<file path="config.mk">
export PLATFORM = sky130hd
export DESIGN_NAME = alu_issue_unit_flat
export DESIGN_NICKNAME = d
export VERILOG_FILES = /design/src/rtl/alu_issue_unit_if.sv /design/src/rtl/alu_issue_unit.sv /design/src/flat_wrapper.sv
export SDC_FILE = /design/constraint.sdc
export NUM_CORES = 1
export LEC_CHECK = 0
export CAP_MARGIN = 15
export CORE_ASPECT_RATIO = 0.8
export CORE_MARGIN = 2
export CORE_UTILIZATION = 25
export DETAILED_ROUTE_END_ITERATION = 6
export MAX_ROUTING_LAYER = met4
export PLACE_DENSITY = 0.43
export SYNTH_ARGS = -nofsm -noshare
export SYNTH_HDL_FRONTEND = slang
export SYNTH_SLANG_ARGS = --single-unit
</file>
<file path="constraint.sdc">
create_clock -name clock -period 10.4 [get_ports clock]
set_clock_uncertainty 0.2 [all_clocks]
set_input_delay 2.6 -clock clock [delete_from_list [all_inputs] [get_ports clock]]
set_output_delay 2.6 -clock clock [all_outputs]
set_load 0.03 [all_outputs]
</file>
<file path="src/rtl/alu_issue_unit_if.sv">
// Bundle of the instruction, preload, ALU and status signals of alu_issue_unit.
//   slave  : the issue unit (consumes instructions/preloads/ALU results, drives ALU operands).
//   master : whoever feeds instructions and hosts the ALU (testbench or surrounding core).
// Signals:
//   inValid/inReady/inOp/inRd/inRs/inRt : instruction handshake
//   loadEn/loadAddr/loadData             : direct register preload
//   aluA/aluB/aluOp                      : operands and opcode to the ALU
//   aluResult/aluZero                    : registered result from the ALU
//   done/zeroFlag/illegalOp/retired      : status
//   dbgAddr/dbgData                      : combinational register-file debug read
interface alu_issue_unit_if #(
  parameter int unsigned DATA_W     = 32,
  parameter int unsigned REG_ADDR_W = 3,
  parameter int unsigned COUNT_W    = 16
);
  logic                  inValid;
  logic                  inReady;
  logic [2:0]            inOp;
  logic [REG_ADDR_W-1:0] inRd;
  logic [REG_ADDR_W-1:0] inRs;
  logic [REG_ADDR_W-1:0] inRt;
  logic                  loadEn;
  logic [REG_ADDR_W-1:0] loadAddr;
  logic [DATA_W-1:0]     loadData;
  logic [DATA_W-1:0]     aluA;
  logic [DATA_W-1:0]     aluB;
  logic [2:0]            aluOp;
  logic [DATA_W-1:0]     aluResult;
  logic                  aluZero;
  logic                  done;
  logic                  zeroFlag;
  logic                  illegalOp;
  logic [COUNT_W-1:0]    retired;
  logic [REG_ADDR_W-1:0] dbgAddr;
  logic [DATA_W-1:0]     dbgData;

  modport slave (
    input  inValid, inOp, inRd, inRs, inRt, loadEn, loadAddr, loadData,
           aluResult, aluZero, dbgAddr,
    output inReady, aluA, aluB, aluOp, done, zeroFlag, illegalOp, retired, dbgData
  );

  modport master (
    output inValid, inOp, inRd, inRs, inRt, loadEn, loadAddr, loadData,
           aluResult, aluZero, dbgAddr,
    input  inReady, aluA, aluB, aluOp, done, zeroFlag, illegalOp, retired, dbgData
  );
endinterface

</file>
<file path="src/rtl/alu_issue_unit.sv">
// Operand/issue stage in front of a registered ALU. Holds a small register file (r0 reads as 0),
// accepts one instruction per three cycles (IDLE -> ISSUE -> CAPTURE), drives the ALU operands
// during ISSUE and writes the ALU result back to rd at the end of CAPTURE.
// Ports:
//   clock : single clock, all state updates on posedge
//   clear : synchronous active-high reset, overrides every other input
//   bus   : alu_issue_unit_if.slave (instruction handshake, preload, ALU side, status, debug read)
module alu_issue_unit #(
  parameter int unsigned DATA_W     = 32,
  parameter int unsigned REG_ADDR_W = 3,
  parameter int unsigned COUNT_W    = 16
) (
  input  logic              clock,
  input  logic              clear,
  alu_issue_unit_if.slave   bus
);

  localparam int unsigned NumRegs = 2 ** REG_ADDR_W;

  typedef enum logic [1:0] {
    StIdle,
    StIssue,
    StCapture
  } state_e;

  state_e                r_state;
  state_e                w_state_next;
  logic                  w_in_ready;
  logic                  w_handshake;

  logic [DATA_W-1:0]     r_regs [NumRegs];
  logic [REG_ADDR_W-1:0] r_rd;
  logic [DATA_W-1:0]     r_alu_a;
  logic [DATA_W-1:0]     r_alu_b;
  logic [2:0]            r_alu_op;
  logic                  r_done;
  logic                  r_zero_flag;
  logic                  r_illegal;
  logic [COUNT_W-1:0]    r_retired;

  // Next-state and handshake decode
  always_comb begin
    w_state_next = r_state;
    w_in_ready   = 1'b0;
    w_handshake  = 1'b0;
    unique case (r_state)
      StIdle: begin
        // A preload takes the cycle; the instruction waits for the next one.
        w_in_ready  = ~bus.loadEn;
        w_handshake = bus.inValid & w_in_ready;
        if (w_handshake) begin
          w_state_next = StIssue;
        end
      end
      StIssue:   w_state_next = StCapture;
      StCapture: w_state_next = StIdle;
      default:   w_state_next = StIdle;
    endcase
  end

  always_ff @(posedge clock) begin
    if (clear) begin
      r_state <= StIdle;
    end else begin
      r_state <= w_state_next;
    end
  end

  // Register file, operand registers and status
  always_ff @(posedge clock) begin
    if (clear) begin
      for (int i = 0; i < NumRegs; i++) begin
        r_regs[i] <= '0;
      end
      r_rd        <= '0;
      r_alu_a     <= '0;
      r_alu_b     <= '0;
      r_alu_op    <= '0;
      r_done      <= 1'b0;
      r_zero_flag <= 1'b1;
      r_illegal   <= 1'b0;
      r_retired   <= '0;
    end else begin
      r_done <= (r_state == StCapture);
      if (r_state == StIdle) begin
        if (bus.loadEn && (bus.loadAddr != '0)) begin
          r_regs[bus.loadAddr] <= bus.loadData;
        end
        // Operands are read at the accepting edge so they are stable for all of ISSUE; the
        // previous writeback has already landed, so no forwarding is needed.
        if (w_handshake) begin
          r_rd     <= bus.inRd;
          r_alu_a  <= r_regs[bus.inRs];
          r_alu_b  <= r_regs[bus.inRt];
          r_alu_op <= bus.inOp;
          if (bus.inOp > 3'b100) begin
            r_illegal <= 1'b1;
          end
        end
      end
      if (r_state == StCapture) begin
        if (r_rd != '0) begin
          r_regs[r_rd] <= bus.aluResult;
        end
        r_zero_flag <= bus.aluZero;
        r_retired   <= r_retired + COUNT_W'(1);
      end
    end
  end

  assign bus.inReady   = w_in_ready;
  assign bus.aluA      = r_alu_a;
  assign bus.aluB      = r_alu_b;
  assign bus.aluOp     = r_alu_op;
  assign bus.done      = r_done;
  assign bus.zeroFlag  = r_zero_flag;
  assign bus.illegalOp = r_illegal;
  assign bus.retired   = r_retired;
  assign bus.dbgData   = (bus.dbgAddr == '0) ? '0 : r_regs[bus.dbgAddr];

endmodule

</file>
<file path="src/flat_wrapper.sv">
// flat-port wrapper written by rule: the top's interface ports become plain ports
module alu_issue_unit_flat 
#(
  parameter int unsigned DATA_W     = 32,
  parameter int unsigned REG_ADDR_W = 3,
  parameter int unsigned COUNT_W    = 16
)
  (clock, clear, bus_inValid, bus_inOp, bus_inRd, bus_inRs, bus_inRt, bus_loadEn, bus_loadAddr, bus_loadData, bus_aluResult, bus_aluZero, bus_dbgAddr, bus_inReady, bus_aluA, bus_aluB, bus_aluOp, bus_done, bus_zeroFlag, bus_illegalOp, bus_retired, bus_dbgData);
  alu_issue_unit_if #(.DATA_W(DATA_W), .REG_ADDR_W(REG_ADDR_W), .COUNT_W(COUNT_W)) bus_i ();
  input  logic clock;
  input  logic clear;
  input wire logic [$bits(bus_i.inValid)-1:0] bus_inValid;
  input wire logic [$bits(bus_i.inOp)-1:0] bus_inOp;
  input wire logic [$bits(bus_i.inRd)-1:0] bus_inRd;
  input wire logic [$bits(bus_i.inRs)-1:0] bus_inRs;
  input wire logic [$bits(bus_i.inRt)-1:0] bus_inRt;
  input wire logic [$bits(bus_i.loadEn)-1:0] bus_loadEn;
  input wire logic [$bits(bus_i.loadAddr)-1:0] bus_loadAddr;
  input wire logic [$bits(bus_i.loadData)-1:0] bus_loadData;
  input wire logic [$bits(bus_i.aluResult)-1:0] bus_aluResult;
  input wire logic [$bits(bus_i.aluZero)-1:0] bus_aluZero;
  input wire logic [$bits(bus_i.dbgAddr)-1:0] bus_dbgAddr;
  output wire logic [$bits(bus_i.inReady)-1:0] bus_inReady;
  output wire logic [$bits(bus_i.aluA)-1:0] bus_aluA;
  output wire logic [$bits(bus_i.aluB)-1:0] bus_aluB;
  output wire logic [$bits(bus_i.aluOp)-1:0] bus_aluOp;
  output wire logic [$bits(bus_i.done)-1:0] bus_done;
  output wire logic [$bits(bus_i.zeroFlag)-1:0] bus_zeroFlag;
  output wire logic [$bits(bus_i.illegalOp)-1:0] bus_illegalOp;
  output wire logic [$bits(bus_i.retired)-1:0] bus_retired;
  output wire logic [$bits(bus_i.dbgData)-1:0] bus_dbgData;
  assign bus_i.inValid = bus_inValid;
  assign bus_i.inOp = bus_inOp;
  assign bus_i.inRd = bus_inRd;
  assign bus_i.inRs = bus_inRs;
  assign bus_i.inRt = bus_inRt;
  assign bus_i.loadEn = bus_loadEn;
  assign bus_i.loadAddr = bus_loadAddr;
  assign bus_i.loadData = bus_loadData;
  assign bus_i.aluResult = bus_aluResult;
  assign bus_i.aluZero = bus_aluZero;
  assign bus_i.dbgAddr = bus_dbgAddr;
  assign bus_inReady = bus_i.inReady;
  assign bus_aluA = bus_i.aluA;
  assign bus_aluB = bus_i.aluB;
  assign bus_aluOp = bus_i.aluOp;
  assign bus_done = bus_i.done;
  assign bus_zeroFlag = bus_i.zeroFlag;
  assign bus_illegalOp = bus_i.illegalOp;
  assign bus_retired = bus_i.retired;
  assign bus_dbgData = bus_i.dbgData;
  alu_issue_unit #(.DATA_W(DATA_W), .REG_ADDR_W(REG_ADDR_W), .COUNT_W(COUNT_W)) u_core (.clock(clock), .clear(clear), .bus(bus_i));
endmodule
</file>
# After elaboration in Yosys (flattened, before gate mapping)
# Memory sizes are Yosys's and may differ from the RTL's. A register that Yosys moved wholly into a read port is not among the register bits.
# Index checks and enable logic that the tools add are counted.
[classes]
n_addsub = 1
magnitude_cmp = 1
n_eq_ne = 3
mux = 21
bitwise_logic = 2
n_reduce_logical = 9
[ops]
columns = ["op", "count"]
rows = [
  ["32-bit two-way mux", 3],
  ["32-bit OR reduction", 2],
  ["16-bit by 1-bit adder with 16-bit output, second input constant", 1],
  ["1-bit two-way mux", 14],
  ["3-bit two-way mux", 2],
  ["3-bit nonzero test", 2],
  ["2-bit case mux with 2 select lines", 1],
  ["3-bit greater-than comparator, second input constant", 1],
  ["3-bit zero test", 1],
  ["3-bit AND reduction", 1],
  ["2-bit by 1-bit equality test with 1-bit output, second input constant", 1],
  ["2-bit equality test, second input constant", 1],
  ["2-bit zero test", 1],
  ["2-bit two-way mux", 1],
  ["2-bit by 1-bit != test with 1-bit output, second input constant", 1],
  ["2-bit AND reduction", 1],
  ["1-bit AND", 1],
  ["1-bit logical AND", 1],
  ["1-bit inverter", 1],
]
[word_totals]
reg_bits = 27
ram_bits = 256
input_bits = 87
out_inout_bits = 119
n_memories = 1
[mem_list]
columns = ["name", "words", "width", "read_ports", "rd_clocked_by_memory_dff", "wr", "line", "text"]
rows = [
  ["u_core.r_regs", 8, 32, 3, 2, 8, "alu_issue_unit.sv:31", "logic [DATA_W-1:0] r_regs [NumRegs];"],
]

# Longest topological paths before layout
[logic_depth]
word_depth = 9
ltp_mapped = 8

# Worst setup path before layout
# No wires, ideal clock.
[synth_timing]
path_type = "input-to-output"
from = "input bus_dbgAddr[1]"
to = "output bus_dbgData[0]"
t_arrival_ps = 4239
required_time_ps = 7600
path_slack_ps = 3361
stages = 5
n_path_buf = 2
cell_sequence = "clkbuf_1 nor2b_1 clkbuf_1 a22oi_1 o21ai_0"
[synth_via]
elab_chain_len = 2
word_cells_on_any_way = 3
classes_between = "1 x mux; 1 x reduce/logical; 1 x memory"
[synth_rtl]
columns = ["element", "line", "text"]
rows = [
  ["from (decl)", "flat_wrapper.sv:22", "input wire logic [$bits(bus_i.dbgAddr)-1:0] bus_dbgAddr;"],
  ["memory 8 x 32 bit or 3-bit zero test (tied branches)", "--", ""],
  ["32-bit two-way mux (*)", "alu_issue_unit.sv:119", "assign bus.dbgData = (bus.dbgAddr == '0) ? '0 : r_regs[bus.dbgAddr];"],
  ["to (decl)", "flat_wrapper.sv:31", "output wire logic [$bits(bus_i.dbgData)-1:0] bus_dbgData;"],
]
# Mark *: on every way between the ends. The rest lies on a longest branch, timed or not.

# Final worst setup path
[layout_timing]
from = "input bus_dbgAddr[1]"
to = "output bus_dbgData[12]"
# Same word-level chain as after synthesis.

==> impl_metrics.yaml <==
run_status:
  status: "finished, final reports clean"
clock_tree:
  clkTransAtPathRegs_ns: 0.05
  cts-resized-gates: 0
  worstSkewPairLatency_ns: 0.56
  clkSinkCount: 347
  cts_tree: "built"
  cts_hold_buf: 0
  htree_levels: 2
  cts-root-buf: "clkbuf_16"
  cts_setup_buffers: 0
  cts-buffers-inserted: 43
  cts_buffer_depth: 3
synthesis:
  ys_seq_area_share_pct: 52.8
  synth_edf_count: 256
  async_flop_share_pct: 0
  yosys_most_used_dff: "edfxtp_1"
  ys_ff_latch: 347
  ys_warn_count: 0
  synthCells: 1353
  synthDistinctLibCells: 45
  synth_area_um2: 18000
  avgSynthCellArea_um2: 13.3
hold_path:
  worstHoldPathType: "reg -> reg"
  hold_start: "u_core.bus.aluOp[2]"
  whs_endpoint: "u_core.bus.aluOp[2]"
  hold-path-cell-count: 2
critical_path:
  end_kind: "output pin"
  cpMaxStageDelayCell: "nor2b_4"
  crit_type: "in -> out"
  cpPeakStageDelay_ns: 0.95
  cp.required_ns: 7.60
  cp_max_fo: 31
  worst_setup_path_start_kind: "input port"
  crit_buf_inv: 2
  reg2reg_to: "u_core.r_regs[1][18]"
  crit_arrival_ns: 5.65
  r2r_start: "u_core.r_state[1]"
  crit_chain: "buf_4 -> nor2b_4 -> a22oi_1 -> o21ai_0 -> clkdlybuf4s50_1"
  reg2reg_depth: 6
  cp_top_family: "buffers and inverters"
  reg2reg_slack_ns: 6.52
sta:
  slew_headroom_pct: 24.6
  worst_pin_slew_ns: 1.10
  setup_viol: 0
  hold_ws_ns: 0.263
  finalWorstSetupSlack_ns: 1.95
  setup_tns_ns: 0
  layout_min_cycle_time_ns: 8.45
  hold_viol: 0
  rsz0062_at_grt: "no"
  fmax_mhz: 118
  fin_crit_sh_pct: 81.3
  finalMaxSlewViolations: 0
global_route:
  grt_max_degree: 86
  grt_overflow_total: 0
  antenna_found_initial: 0
  grtUsageTotal_pct: 17.2
  grt_pass1_wl_um: 92100
  grt_pass1_vias: 13200
final_layout:
  drive_gt1_share_pct: 23.0
  syn_to_final_growth_pct: 24.9
  nets: 1614
  layout_commonest_cell: "edfxtp_1"
  nFillCells: 7012
  antenna_cells: 0
  mostFrequentLayoutCells: "edfxtp_1 (256), nor3_1 (251), clkdlybuf4s50_1 (197)"
drt:
  drt-pass1-iter-count: 5
  drt_iter0_drc: 829
  wirelength_um: 62800
  vias_per_cell: 5.20
  wl_per_cell_um: 25.2
  drc_errors: 0
  postRouteAntennaNets: 0
  dr_total_vias: 13000
floorplan:
  fp.dieW_um: 304
  die_h_um: 244
  start_util_pct: 25.4
  fp-row-count: 87
  core-area_um2: 70900
  ios: 206
  die_area_um2: 74200
flow_run:
  maxCapViolations: 0
power:
  power_leakage_nw: 7.16
  p_per_area_nw_per_um2: 163
  ir_worst_vdd_uv: 124
placement:
  io_buffer_count: 205
  place_congestion: 0.760
  preCtsSetupSlack_ns: 2.05
  dpl.hpwl_um: 37000
==> synthesized netlist by cell type (all sizes together) (2+ instances only) <==
| cell type | count | share of area [%] |
|---|---|---|
| o21bai | 7 | 0.29 |
| clkbuf | 82 | 1.7 |
| nand2 | 56 | 1.2 |
| nand2b | 5 | 0.17 |
| inv | 2 | 0.042 |
| nor2 | 85 | 1.8 |
| a31o | 2 | 0.097 |
| nand3b | 2 | 0.083 |
| nand3 | 4 | 0.11 |
| o21ai | 34 | 0.95 |
| nand4 | 5 | 0.17 |
| and2 | 4 | 0.14 |
| mux2i | 34 | 2.0 |
| nor3 | 289 | 9.1 |
| o22ai | 66 | 2.3 |
| a22oi | 31 | 1.3 |
| nor2b | 4 | 0.14 |
| xor2 | 9 | 0.44 |
| a21oi | 16 | 0.44 |
| mux4 | 160 | 20 |
| and4 | 2 | 0.097 |
| buf | 57 | 1.8 |
| edfxtp | 256 | 43 |
| nor4b | 2 | 0.097 |
| mux2 | 32 | 2.0 |
| or3 | 3 | 0.10 |
| nor3b | 2 | 0.15 |
| dfxtp | 91 | 10 |
==> worst max-delay path by stage <==
stage / start / endpoint / slack, ns / cells after the start
5_1_grt: bus_dbgAddr[1] / bus_dbgData[12] / 1.75 / 5
2_1_floorplan: bus_dbgAddr[1] / bus_dbgData[0] / 3.36 / 5
3_3_place_gp: bus_dbgAddr[1] / bus_dbgData[3] / 2.03 / 5
4_1_cts: bus_dbgAddr[1] / bus_dbgData[12] / 2.03 / 5
3_5_place_dp: bus_dbgAddr[1] / bus_dbgData[12] / 2.05 / 5
6_report: bus_dbgAddr[1] / bus_dbgData[12] / 1.95 / 5
==> cell type report <==
class / count / area (um2) / share of cell area, %
flip-flops and latches: 347 / 9510 / 42.3
well taps: 934 / 1170 / 5.20
multi-input cells: 896 / 8130 / 36.2
repair buffers: 236 / 2280 / 10.1
clock buffers: 61 / 1180 / 5.27
inverters: 2 / 7.51 / 0.0334
clock inverters: 17 / 191 / 0.852
==> registers in the layout, summed over array words and instances (netlist names) <==
name / flops
u_core.bus.done: 1
u_core.bus.aluB: 32
u_core.bus.retired: 16
u_core.bus.aluOp: 3
u_core.bus.illegalOp: 1
u_core.r_rd: 3
u_core.bus.aluA: 32
u_core.bus.zeroFlag: 1
u_core.r_state: 2
u_core.r_regs: 256
==> power breakdown <==
part | leakage, nW | internal [W] | total (W) | switching, W
logic | 3.12 | 0.000227 | 0.000546 | 0.000319
clock network | 0.673 | 0.000891 | 0.00150 | 0.000609
registers | 3.37 | 0.00156 | 0.00161 | 0.0000482
==> kinds of logic after synthesis <==
family	share of synthesized area, %
buffers and inverters	3.53
multiplexers	24.0
other	0.0208
flip-flops	52.8
adder cells (fa/ha/maj)	0.0695
AO/OA/AOI/OAI	5.54
XOR/XNOR	0.487
AND/OR/NAND/NOR	13.5
==> routing by layer <==
layer  vias to the layer above  global-route usage [%]  wire, um
met1                      6690                    22.6     27700
met3                       108                    2.69      3560
met2                       476                    27.1     29600
li1                       5696                       -         -
met4                         0                    5.62      1890
met5                         -                       -         0
==> metrics by stage <==
| step | utilization [%] | cells | area [um2] | power (W) |
|---|---|---|---|---|
| after detailed placement | 29.8 | 2415 | 21100 | 0.00219 |
| after floorplan | - | 1384 | 18100 | 0.00195 |
| after CTS | 31.7 | 2493 | 22500 | 0.00370 |
| after global routing | 31.7 | 2493 | 22500 | 0.00379 |
| after global placement | 29.8 | 2415 | 21100 | 0.00218 |
| final | 31.7 | 2493 | 22500 | 0.00365 |
==> worst register-to-register path: cells and delay by family, from the launching register on <==
family	cells	cell delay (ns)
buffers and inverters	2	0.79
AO/OA/AOI/OAI	1	0.80
flip-flops	1	0.53
AND/OR/NAND/NOR	2	1.08
multiplexers	1	0.12
Note: power is estimated with default switching activity, not from simulation.
